==> config.mk <==
export PLATFORM = sky130hd
export DESIGN_NAME = alu_exec_unit
export DESIGN_NICKNAME = d
export VERILOG_FILES = /design/src/rtl/alu_pkg.sv /design/src/rtl/alu_iter_muldiv.sv /design/src/rtl/alu_exec_unit.sv
export SDC_FILE = /design/constraint.sdc
export NUM_CORES = 2
export LEC_CHECK = 0
export BUFFER_PORTS_ARGS = -buffer_cell sky130_fd_sc_hd__buf_2
export CORE_ASPECT_RATIO = 1.1
export CORE_UTILIZATION = 40
export DETAILED_ROUTE_END_ITERATION = 10
export PLACE_DENSITY = 0.67
export SYNTH_ARGS = -nofsm -noshare
export SYNTH_HDL_FRONTEND = slang
export SYNTH_SLANG_ARGS = --single-unit
==> constraint.sdc <==
create_clock -name clk -period 5.3 [get_ports clk]
set_clock_uncertainty 0.15 [all_clocks]
set_input_delay 0.265 -clock clk [delete_from_list [all_inputs] [get_ports clk]]
set_output_delay 0.265 -clock clk [all_outputs]
set_load 0.02 [all_outputs]
==> src/rtl/alu_pkg.sv <==
// Shared definitions for the ALU execute unit: control codes, opcodes,
// ALUOp encodings, FSM state encoding, decode payload and the decoder.
package alu_pkg;

  localparam int unsigned CTL_W   = 4;
  localparam int unsigned OPC_W   = 11;
  localparam int unsigned ALUOP_W = 2;
  localparam int unsigned FLAGS_W = 4;
  localparam int unsigned STATE_W = 2;

  // ALU control codes (legacy LEGv8 encoding extended with MUL/UDIV)
  localparam logic [CTL_W-1:0] ALU_AND    = 4'b0000;
  localparam logic [CTL_W-1:0] ALU_ORR    = 4'b0001;
  localparam logic [CTL_W-1:0] ALU_ADD    = 4'b0010;
  localparam logic [CTL_W-1:0] ALU_SUB    = 4'b0110;
  localparam logic [CTL_W-1:0] ALU_PASS_B = 4'b0111;
  localparam logic [CTL_W-1:0] ALU_MUL    = 4'b1000;
  localparam logic [CTL_W-1:0] ALU_UDIV   = 4'b1001;

  // R-type opcodes, instruction[31:21]
  localparam logic [OPC_W-1:0] OPC_SUB  = 11'b11001011000;
  localparam logic [OPC_W-1:0] OPC_AND  = 11'b10001010000;
  localparam logic [OPC_W-1:0] OPC_ORR  = 11'b10101010000;
  localparam logic [OPC_W-1:0] OPC_MUL  = 11'b10011011000;
  localparam logic [OPC_W-1:0] OPC_UDIV = 11'b10011010110;

  // Main-decoder ALUOp encodings
  localparam logic [ALUOP_W-1:0] ALUOP_ADD   = 2'b00;
  localparam logic [ALUOP_W-1:0] ALUOP_PASS  = 2'b01;
  localparam logic [ALUOP_W-1:0] ALUOP_RTYPE = 2'b10;
  localparam logic [ALUOP_W-1:0] ALUOP_RSVD  = 2'b11;

  // FSM state encoding
  localparam logic [STATE_W-1:0] ST_IDLE = 2'b00;
  localparam logic [STATE_W-1:0] ST_MUL  = 2'b01;
  localparam logic [STATE_W-1:0] ST_DIV  = 2'b10;
  localparam logic [STATE_W-1:0] ST_DONE = 2'b11;

  typedef struct packed {
    logic [CTL_W-1:0] ctl;
    logic             illegal;
  } dec_t;

  typedef struct packed {
    logic n;
    logic z;
    logic c;
    logic v;
  } flags_t;

  // Decode {alu_op, opcode} into a control code; UDIV falls back to ADD
  // and is flagged illegal when the divider is not built.
  function automatic dec_t alu_decode(input logic [ALUOP_W-1:0] alu_op,
                                      input logic [OPC_W-1:0]   opcode,
                                      input logic               en_div);
    dec_t d;
    d.ctl     = ALU_ADD;
    d.illegal = 1'b0;
    case (alu_op)
      ALUOP_ADD:  d.ctl = ALU_ADD;
      ALUOP_PASS: d.ctl = ALU_PASS_B;
      ALUOP_RSVD: d.illegal = 1'b1;
      default: begin
        case (opcode)
          OPC_SUB: d.ctl = ALU_SUB;
          OPC_AND: d.ctl = ALU_AND;
          OPC_ORR: d.ctl = ALU_ORR;
          OPC_MUL: d.ctl = ALU_MUL;
          OPC_UDIV: begin
            if (en_div) d.ctl = ALU_UDIV;
            else        d.illegal = 1'b1;
          end
          default: d.ctl = ALU_ADD;
        endcase
      end
    endcase
    return d;
  endfunction

endpackage

==> src/rtl/alu_iter_muldiv.sv <==
// Iterative MUL / UDIV engine sharing one shift datapath and counter.
// Ports:
//   clk, rst_n  clock, async active-low reset
//   start       load operands and begin DATA_W iterations
//   is_div      1: restoring divide a/b, 0: shift-add multiply a*b
//   a, b        operands (sampled on start)
//   done        high during the final iteration cycle
//   res         value produced by the final iteration (valid with done)
module alu_iter_muldiv #(
  parameter int unsigned DATA_W = 64
) (
  input  logic              clk,
  input  logic              rst_n,
  input  logic              start,
  input  logic              is_div,
  input  logic [DATA_W-1:0] a,
  input  logic [DATA_W-1:0] b,
  output logic              done,
  output logic [DATA_W-1:0] res
);

  localparam int unsigned CNT_W = $clog2(DATA_W + 1);
  localparam int unsigned REM_W = DATA_W + 1;

  // p: product accumulator / partial remainder
  // x: multiplier shifting right / dividend shifting into quotient
  // y: multiplicand shifting left / constant divisor
  logic [DATA_W-1:0] p_q, p_d;
  logic [DATA_W-1:0] x_q, x_d;
  logic [DATA_W-1:0] y_q, y_d;
  logic [CNT_W-1:0]  cnt_q, cnt_d;
  logic              div_q, div_d;

  logic [REM_W-1:0]  rem_sh;
  logic              rem_ge;

  // One iteration per cycle while the counter is non-zero
  always_comb begin
    p_d    = p_q;
    x_d    = x_q;
    y_d    = y_q;
    cnt_d  = cnt_q;
    div_d  = div_q;
    rem_sh = {p_q, x_q[DATA_W-1]};
    rem_ge = (rem_sh >= {1'b0, y_q});
    if (start) begin
      p_d   = '0;
      x_d   = is_div ? a : b;
      y_d   = is_div ? b : a;
      cnt_d = CNT_W'(DATA_W);
      div_d = is_div;
    end else if (cnt_q != '0) begin
      cnt_d = cnt_q - CNT_W'(1);
      if (div_q) begin
        // remainder after a successful subtract is below the divisor,
        // so it always fits back into DATA_W bits
        p_d = rem_ge ? DATA_W'(rem_sh - {1'b0, y_q}) : rem_sh[DATA_W-1:0];
        x_d = {x_q[DATA_W-2:0], rem_ge};
      end else begin
        if (x_q[0]) p_d = p_q + y_q;
        x_d = x_q >> 1;
        y_d = y_q << 1;
      end
    end
  end

  always_ff @(posedge clk or negedge rst_n) begin
    if (!rst_n) begin
      p_q   <= '0;
      x_q   <= '0;
      y_q   <= '0;
      cnt_q <= '0;
      div_q <= 1'b0;
    end else begin
      p_q   <= p_d;
      x_q   <= x_d;
      y_q   <= y_d;
      cnt_q <= cnt_d;
      div_q <= div_d;
    end
  end

  // Forward the last iteration's result so the caller can register it
  // on the same edge the engine finishes.
  assign done = (cnt_q == CNT_W'(1));
  assign res  = div_q ? x_d : p_d;

endmodule

==> src/rtl/alu_exec_unit.sv <==
// EX-stage ALU: decodes {alu_op, opcode}, executes single-cycle ops and
// iterative MUL/UDIV, and returns a registered result with NZCV flags.
// Ports:
//   clk, rst_n           clock, async active-low reset
//   in_valid/in_ready    request handshake
//   alu_op, opcode       main-decoder ALUOp and instruction[31:21]
//   op_a, op_b           operands
//   out_valid/out_ready  result handshake
//   result, flags        registered result and {N,Z,C,V}
//   alu_ctl              control code of the held result
//   div_zero, illegal    status of the held result
module alu_exec_unit
  import alu_pkg::*;
#(
  parameter int unsigned DATA_W     = 64,
  parameter bit          ENABLE_DIV = 1'b1
) (
  input  logic                clk,
  input  logic                rst_n,
  input  logic                in_valid,
  output logic                in_ready,
  input  logic [ALUOP_W-1:0]  alu_op,
  input  logic [OPC_W-1:0]    opcode,
  input  logic [DATA_W-1:0]   op_a,
  input  logic [DATA_W-1:0]   op_b,
  output logic                out_valid,
  input  logic                out_ready,
  output logic [DATA_W-1:0]   result,
  output logic [FLAGS_W-1:0]  flags,
  output logic [CTL_W-1:0]    alu_ctl,
  output logic                div_zero,
  output logic                illegal
);

  localparam int unsigned SUM_W = DATA_W + 1;
  localparam int unsigned MSB   = DATA_W - 1;

  logic [STATE_W-1:0] state_q, state_d;
  logic               out_valid_q, out_valid_d;
  logic [DATA_W-1:0]  result_q, result_d;
  flags_t             flags_q, flags_d;
  logic [CTL_W-1:0]   alu_ctl_q, alu_ctl_d;
  logic               div_zero_q, div_zero_d;
  logic               illegal_q, illegal_d;

  dec_t               dec;
  logic               accept;
  logic               b_zero;
  logic               is_sub;
  logic [DATA_W-1:0]  b_eff;
  logic [SUM_W-1:0]   sum;
  logic [DATA_W-1:0]  sc_res;
  flags_t             sc_flags;
  logic               md_start;
  logic               md_is_div;
  logic               md_done;
  logic [DATA_W-1:0]  md_res;

  assign dec      = alu_decode(alu_op, opcode, ENABLE_DIV);
  assign in_ready = (state_q == ST_IDLE) | ((state_q == ST_DONE) & out_ready);
  assign accept   = in_valid & in_ready;
  assign b_zero   = (op_b == '0);

  // Single-cycle datapath; SUB is A + ~B + 1 so C is NOT borrow
  always_comb begin
    is_sub = (dec.ctl == ALU_SUB);
    b_eff  = is_sub ? ~op_b : op_b;
    sum    = {1'b0, op_a} + {1'b0, b_eff} + SUM_W'(is_sub);
    case (dec.ctl)
      ALU_AND:    sc_res = op_a & op_b;
      ALU_ORR:    sc_res = op_a | op_b;
      ALU_PASS_B: sc_res = op_b;
      default:    sc_res = sum[DATA_W-1:0];
    endcase
    sc_flags.n = sc_res[MSB];
    sc_flags.z = (sc_res == '0);
    sc_flags.c = 1'b0;
    sc_flags.v = 1'b0;
    if ((dec.ctl == ALU_ADD) || is_sub) begin
      sc_flags.c = sum[DATA_W];
      sc_flags.v = (op_a[MSB] == b_eff[MSB]) & (sum[MSB] != op_a[MSB]);
    end
  end

  assign md_is_div = (dec.ctl == ALU_UDIV);
  assign md_start  = accept & ((dec.ctl == ALU_MUL) | (md_is_div & ~b_zero));

  alu_iter_muldiv #(
    .DATA_W (DATA_W)
  ) u_muldiv (
    .clk    (clk),
    .rst_n  (rst_n),
    .start  (md_start),
    .is_div (md_is_div),
    .a      (op_a),
    .b      (op_b),
    .done   (md_done),
    .res    (md_res)
  );

  // Next-state and output-register logic
  always_comb begin
    state_d     = state_q;
    out_valid_d = out_valid_q;
    result_d    = result_q;
    flags_d     = flags_q;
    alu_ctl_d   = alu_ctl_q;
    div_zero_d  = div_zero_q;
    illegal_d   = illegal_q;
    case (state_q)
      ST_IDLE, ST_DONE: begin
        if (accept) begin
          alu_ctl_d  = dec.ctl;
          illegal_d  = dec.illegal;
          div_zero_d = 1'b0;
          if (dec.ctl == ALU_MUL) begin
            state_d     = ST_MUL;
            out_valid_d = 1'b0;
          end else if (md_is_div && !b_zero) begin
            state_d     = ST_DIV;
            out_valid_d = 1'b0;
          end else if (md_is_div) begin
            // divide by zero short-circuits with a zero quotient
            state_d     = ST_DONE;
            out_valid_d = 1'b1;
            result_d    = '0;
            flags_d     = '{n: 1'b0, z: 1'b1, c: 1'b0, v: 1'b0};
            div_zero_d  = 1'b1;
          end else begin
            state_d     = ST_DONE;
            out_valid_d = 1'b1;
            result_d    = sc_res;
            flags_d     = sc_flags;
          end
        end else if ((state_q == ST_DONE) && out_ready) begin
          state_d     = ST_IDLE;
          out_valid_d = 1'b0;
        end
      end
      ST_MUL, ST_DIV: begin
        if (md_done) begin
          state_d     = ST_DONE;
          out_valid_d = 1'b1;
          result_d    = md_res;
          flags_d     = '{n: md_res[MSB], z: (md_res == '0), c: 1'b0, v: 1'b0};
        end
      end
      default: state_d = ST_IDLE;
    endcase
  end

  always_ff @(posedge clk or negedge rst_n) begin
    if (!rst_n) begin
      state_q     <= ST_IDLE;
      out_valid_q <= 1'b0;
      result_q    <= '0;
      flags_q     <= '0;
      alu_ctl_q   <= ALU_ADD;
      div_zero_q  <= 1'b0;
      illegal_q   <= 1'b0;
    end else begin
      state_q     <= state_d;
      out_valid_q <= out_valid_d;
      result_q    <= result_d;
      flags_q     <= flags_d;
      alu_ctl_q   <= alu_ctl_d;
      div_zero_q  <= div_zero_d;
      illegal_q   <= illegal_d;
    end
  end

  assign out_valid = out_valid_q;
  assign result    = result_q;
  assign flags     = flags_q;
  assign alu_ctl   = alu_ctl_q;
  assign div_zero  = div_zero_q;
  assign illegal   = illegal_q;

endmodule
== Word-level counts from Yosys, hierarchy flattened ==
Cells that the tools add are included.

* Flip-flop bits (word level): 277
* Latch bits: 0
* RAM bits: 0
* Memory bits (read-only): 0
* Bits of input ports: 145
* Output and inout port bits: 76
* Word-level logic and storage cells: 125
* Memories: 0

* $add $sub $neg: 5
* Multiply operators: 0
* Divide/modulo/power cells: 0
* Order comparisons: 1
* Equality and inequality tests: 25
* Shift-type cells: 0
* Mux-type cells: 49
* Bitwise logic cells: 11
* Reductions and logical operators: 19

{| class="wikitable"
|+ Operators by type and width
! kind !! number
|-
| 2-to-1 mux 64 bit || 20
|-
| logical NOT 64 bit || 3
|-
| one-hot mux 64 bit (3 select lines) || 1
|-
| one-hot mux 64 bit (2 select lines) || 1
|-
| adder 64 x 64 -> 65 bit || 1
|-
| adder 65 x 1 -> 65 bit || 1
|-
| >= comparator 65 x 64 -> 1 bit || 1
|-
| adder 64 bit || 1
|-
| AND 64 bit || 1
|-
| NOT 64 bit || 1
|-
| bitwise OR 64 bit || 1
|-
| subtractor 64 bit || 1
|-
| == test 11 bit (second input constant) || 5
|-
| 2-to-1 mux 4 bit || 5
|-
| one-hot mux 4 bit (5 select lines) || 1
|-
| one-hot mux 4 bit (2 select lines) || 2
|-
| 2-to-1 mux 7 bit || 2
|-
| 2-to-1 mux 1 bit || 10
|-
| 2-to-1 mux 2 bit || 5
|-
| != test 2 bit (second input constant) || 5
|-
| == test 4 x 3 -> 1 bit (second input constant) || 2
|-
| == test 4 bit (second input constant) || 2
|-
| == test 7 x 1 -> 1 bit (second input constant) || 1
|-
| nonzero test 7 bit || 1
|-
| 22 further kinds || 36
|}

== Logic depth before layout (Yosys ltp) ==
* Depth after elaboration: 15
* Mapped depth: 22
* Mapped depth without buffers: 19

== Hierarchy ==
Synthesis repeated with hierarchy kept, for this count alone.

* Cell total of the unflattened synthesis: 4,181
* Area total of the unflattened synthesis: 31,222.4 µm²

{| class="wikitable"
|+ By module, submodules not included
! module !! times used !! cells an instance !! area an instance (µm²) !! sequential area each (µm²)
|-
| alu_iter_muldiv || 1 || 2,740 || 20,958.9 || 5,004.8
|-
| alu_exec_unit || 1 || 1,441 || 10,263.6 || 1,903.1
|}

== Least setup slack after synthesis ==
No wires, ideal clock.

* Kind: input -> register
* Start: input opcode[2]
* End: register flags_q (netlist bit flags[2])
* Library setup time: 0.077 ns
* Arrival time: 4.846 ns
* Data required time: 5.073 ns
* Slack: 0.227 ns
* Stages on the path: 21
* Buffers on the path: 4
* Cells stage by stage: buf_4 > nor3b_4 > nand4_1 > clkbuf_1 > buf_1 > xnor2_1 > ha_1 > clkbuf_1 > nand4_1 > or4_1 > a2111o_1 > nand4_1 > and2_1 > a311o_2 > a31oi_1 > o2111a_1 > a211o_1 > a2111oi_2 > and4_1 > nor2_1 > a21oi_1

* Longest elaborated chain between the ends: 14
* Elaborated cells on any way between the ends: 36
* Classes of those cells: add/sub: 2; eq/ne: 12; mux: 14; bitwise: 3; reduce/logical: 5

{| class="wikitable"
|+ RTL lines
! element !! RTL line !! source
|-
| from (decl) || alu_exec_unit.sv:23 || <nowiki>input logic [OPC_W-1:0] opcode,</nowiki>
|-
| == test 11 bit || alu_pkg.sv:64 || <nowiki>case (opcode)</nowiki>
|-
| one-hot mux 4 bit (5 select lines) * || alu_pkg.sv:64 ||
|-
| one-hot mux 4 bit (2 select lines) * || alu_pkg.sv:59 || <nowiki>case (alu_op)</nowiki>
|-
| == test 4 x 3 -> 1 bit || alu_exec_unit.sv:66 || <nowiki>is_sub = (dec.ctl == ALU_SUB);</nowiki>
|-
| 2-to-1 mux 64 bit || alu_exec_unit.sv:67 || <nowiki>b_eff = is_sub ? ~op_b : op_b;</nowiki>
|-
| adder 64 x 64 -> 65 bit || alu_exec_unit.sv:68 || <nowiki>sum = {1'b0, op_a} + {1'b0, b_eff} + SUM_W'(is_sub);</nowiki>
|-
| adder 65 x 1 -> 65 bit || alu_exec_unit.sv:68 ||
|-
| one-hot mux 64 bit (3 select lines) || alu_exec_unit.sv:69 || <nowiki>case (dec.ctl)</nowiki>
|-
| logical NOT 64 bit || alu_exec_unit.sv:76 || <nowiki>sc_flags.z = (sc_res == '0);</nowiki>
|-
| 2-to-1 mux 4 bit || alu_exec_unit.sv:122 || <nowiki>end else if (md_is_div) begin</nowiki>
|-
| 2-to-1 mux 4 bit || alu_exec_unit.sv:119 || <nowiki>end else if (md_is_div && !b_zero) begin</nowiki>
|-
| 2-to-1 mux 4 bit || alu_exec_unit.sv:116 || <nowiki>if (dec.ctl == ALU_MUL) begin</nowiki>
|-
| 2-to-1 mux 4 bit || alu_exec_unit.sv:112 || <nowiki>if (accept) begin</nowiki>
|-
| one-hot mux 4 bit (2 select lines) || alu_exec_unit.sv:110 || <nowiki>case (state_q)</nowiki>
|-
| to (signal assigned) || alu_exec_unit.sv:165 || <nowiki>flags_q <= flags_d;</nowiki>
|-
| to (decl) || alu_exec_unit.sv:41 || <nowiki>flags_t flags_q, flags_d;</nowiki>
|}

Every way passes the cells marked *; elsewhere a longest branch is shown, timed or not. The select of a mux whose other input is x is not followed.
A chain may end at the register's enable or synchronous reset.

== Worst setup path in the final report ==
* Start: register u_muldiv.y_q[0]
* End: register flags_q (netlist bit flags[2])

* Longest elaborated chain between the ends: 9
* Elaborated cells on any way between the ends: 15
* Classes of those cells: add/sub: 2; order compare: 1; mux: 11; reduce/logical: 1

{| class="wikitable"
|+ RTL lines
! element !! RTL line !! source
|-
| from (decl) || alu_iter_muldiv.sv:30 || <nowiki>logic [DATA_W-1:0] y_q, y_d;</nowiki>
|-
| from (signal assigned) || alu_iter_muldiv.sv:77 || <nowiki>y_q <= y_d;</nowiki>
|-
| adder 64 bit, or another cell as far along || alu_iter_muldiv.sv:60 || <nowiki>if (x_q[0]) p_d = p_q + y_q;</nowiki>
|-
| 2-to-1 mux 64 bit (on tied branches) || alu_iter_muldiv.sv:60, alu_iter_muldiv.sv:57 ||
|-
| 2-to-1 mux 64 bit || alu_iter_muldiv.sv:54 || <nowiki>if (div_q) begin</nowiki>
|-
| 2-to-1 mux 64 bit || alu_iter_muldiv.sv:52 || <nowiki>end else if (cnt_q != '0) begin</nowiki>
|-
| 2-to-1 mux 64 bit || alu_iter_muldiv.sv:46 || <nowiki>if (start) begin</nowiki>
|-
| 2-to-1 mux 64 bit * || alu_iter_muldiv.sv:86 || <nowiki>assign res = div_q ? x_d : p_d;</nowiki>
|-
| logical NOT 64 bit * || alu_exec_unit.sv:145 || <nowiki>flags_d = '{n: md_res[MSB], z: (md_res == '0), c: 1'b0, v: 1'b0};</nowiki>
|-
| 2-to-1 mux 4 bit * || alu_exec_unit.sv:141 || <nowiki>if (md_done) begin</nowiki>
|-
| one-hot mux 4 bit (2 select lines) * || alu_exec_unit.sv:110 ||
|}

Marks and branches as above.

==> flow_summary_export.csv <==
group,metric,value,unit
sta,worst_pin_slew,935,ps
grt,grtUsageTotal,35.7,%
clock_network,post-cts-setup-buffers,0,
setup_path,r2r-start,"u_muldiv.y_q[0]",
setup_path,crit_type,"flop to flop",
floorplanning,dieArea,0.0818,mm^2
synth,syn-num-nets,4905,
floorplanning,start_util,40.7,%
sta,finalSetupTns,0,ps
sta,min_period_over_period,96.6,%
setup_path,startpoint_type,"flop",
sta,setup_slack,179,ps
floorplanning,fp-row-count,108,
place,io_buffers,220,
synth,synth_area,0.0323,mm^2
route,via_per_inst,6.27,
grt,grt-ovfl-total,0,
pwr,power.leakage,17.7,nW
sta,fin_crit,5120,ps
setup_path,rr_endpoint,"flags[2]",
setup_path,worst_ep_arrival_time,5450,ps
synth,avgSynthCellArea,7.07,um^2
grt,grt_max_degree,128,
synth,yosysUniqueCellTypes,96,
setup_path,r2r_slack,180,ps
clock_network,cts-root-buf,"clkbuf_16",
synth,ys_ff_latch,276,
synth,synth-main-ff-cell,"dfrtp_1",
clock_network,clock_sinks,276,
clock_network,cts_tree,"built",
clock_network,clkTransAtPathRegs,60,ps
grt,antenna_found_initial,2,
pwr,p_per_area,153,mW/mm^2
route,first_pass_iters,6,
route,routed_wl,151000,um
clock_network,h-tree-depth,2,
floorplanning,core_area,0.0793,mm^2
route,antenna_left,0,
floorplanning,dieHeight,300,um
job,maxCapViolCount,0,
synth,synth_edf_count,0,
synth,synth_top_area_cell,"dfrtp_1",
synth,ys_top_cells_by_area,"dfrtp_1, nand2_1, ha_1",
route,drt_iter0_markers,5223,
clock_network,clk_latency,580,ps
synth,netlist_instances,4561,
status,status,"complete, no violations",
setup_path,startpoint,"u_muldiv.y_q[0]",
route,post-route-drc-count,0,
grt,grt_pass1_vias,35200,
sta,finalHoldViolCount,0,
place,dp_worst_setup_slack,-330,ps
place,routabilityCongestion,1.06,
setup_path,r2r_cells,17,
place,dpl_cell_area,0.0374,mm^2
synth,seq_area_frac_synth,21.4,%
sta,setup_viol,0,
finish,area_delta_synth_final,22.1,%
hold_path,whs_endpoint,"u_muldiv.x_q[63]",
route,wire_per_inst,24.6,um
pwr,ir_drop,0.000232,V
floorplanning,die_w,273,um
hold_path,hold_class,"input port to flop",
sta,rsz0062_at_grt,"false",
floorplanning,ios,221,
sta,report.final.slew_viol_count,0,
synth,ys_warn_count,0,
clock_network,clk_path_buf_depth,3,
clock_network,cts_made_buffers,34,
synth,synth_top_area_share,21.3,%
grt,grt_pass1_wl,223000,um
hold_path,worstHoldStart,"op_b[63]",
synth,ys_async_sr_fraction,100,%
finish,final_area,0.0394,mm^2
place,hpwl,118000,um
setup_path,crit_path_end_kind,"flop",
setup_path,crit_required,5620,ps
setup_path,crit_path_max_fanout,4,
hold_path,whs_path_depth,4,
sta,relSlewSlack,37.4,%
route,via_count,38500,
finish,drive_above_1_share,16.8,%
sta,fmax,0.195,GHz
finish,finish.net_count,5410,
critical path: stages (launching register included):
cell and delay [ps]:
dfrtp_1 380, ha_1 250, fa_1 430, a21o_1 220
a221oi_2 370, o211ai_1 290, a211oi_1 270, buf_4 170
o21bai_1 80, xor2_1 140, o22ai_1 330, o221ai_1 340
or3_1 400, a2111oi_2 280, nand4_1 190, nor4_1 280
o2111ai_1 240, a21oi_1 220
logic make-up after synthesis:
logic type	after synthesis	share of synthesized area, %
and+or+nand+nor	1693	23.8
AOI/OAI and AO/OA	1600	32.0
buffers and inverters	466	5.67
DFF	276	21.4
xor gates and xnor gates	208	5.65
adders and majority gates	199	7.79
muxes	119	3.74
worst max-delay path by stage:
stage          slack, ps  endpoint  depth (start not counted)
3_3_place_gp        -300  flags[2]                         24
4_1_cts              240  flags[2]                         24
2_1_floorplan        230  flags[2]                         21
3_5_place_dp        -330  flags[2]                         24
5_1_grt               20  flags[2]                         24
6_report             180  flags[2]                         17
cell usage in the layout (no fill, tap or decap), types with 15 or more instances in the layout:
master           n
o21ai_1         16
clkbuf_16       37
inv_1          134
nand2b_1        34
nor4_1          41
o21a_1          53
buf_12          15
buf_4          485
nor2_1         389
a221oi_1        39
and2_1          16
buf_2          219
a21oi_1        395
xnor2_1        141
nand3_1        139
ha_1           195
nor3_1          98
a22oi_1         37
or2_2           15
dfrtp_1        273
xor2_1          67
and3_1          23
o31ai_1         33
o22ai_1         25
mux2i_1        107
nand2_1        733
nor2b_1         30
a21o_1          91
a22o_1          35
dlygate4sd3_1   80
o21bai_1        31
o211ai_1        46
nand4_1         82
o221ai_1        22
a31oi_1        105
or3_1           18
o21ai_0        396
a211oi_1        91
where the power goes:
group | switching [W] | leakage [nW] | total (W) | internal, W
combinational | 0.000811 | 13.4 | 0.00140 | 0.000593
sequential | 0 | 3.70 | 0.00211 | 0.00211
clock | 0.00106 | 0.557 | 0.00252 | 0.00146
stage by stage:
step	power, W	utilization, %	instances	hold slack, ps
finish	0.00603	49.7	6137	24.8
global route	0.00620	49.7	6137	20.7
CTS	0.00600	49.6	6136	2.60
detailed placement	0.00346	47.2	5995	225
global placement	0.00347	47.2	5995	221
floorplan	0.00278	-	4561	-181
sequential cells by signal (all words and copies together), names as in the netlist:
signal	cells
flags	3
out_valid	1
result	64
u_muldiv.x_q	64
u_muldiv.cnt_q	7
state_q	2
u_muldiv.p_q	64
div_zero	1
illegal	1
u_muldiv.y_q	64
alu_ctl	4
u_muldiv.div_q	1
final cells by class:
class	count	area (um^2)
Timing Repair Buffer	801	5860
Multi-Input combinational cell	3819	23700
Tap cell	1045	1310
Clock buffer	51	1040
Sequential cell	276	6910
Antenna cell	1	2.50
Fill cell	7827	39900
Clock inverter	10	115
Inverter	134	503
cell usage after synthesis, types with 46 or more instances:
cell type	count
nand2_1	734
a21oi_1	396
o21ai_0	396
nor2_1	393
dfrtp_1	275
clkbuf_1	246
ha_1	196
xnor2_1	141
nand3_1	140
inv_1	134
mux2i_1	107
a31oi_1	105
nor3_1	98
a211oi_1	92
a21o_1	91
nand4_1	82
xor2_1	67
o21a_1	53
o211ai_1	46
metal layers:
metal / GRT usage (%) / wire [um] / part of all wire [%] / up-vias
li1: - / - / - / 17800
met1: 51.5 / 65000 / 43 / 18100
met2: 51.3 / 61400 / 41 / 2241
met3: 6.22 / 16600 / 11 / 326
met4: 16.1 / 7630 / 5.1 / 2
met5: 0 / 19 / 0.013 / -
what timing repair did:
| action | in CTS | in global routing |
|---|---|---|
| setup endpoints to repair | 0 | 1 |
| resized for setup | 0 | 8 |
| hold buffers | 80 | 0 |
| hold endpoints to repair | 145 | 0 |
Power figures use the tool's default switching activity.
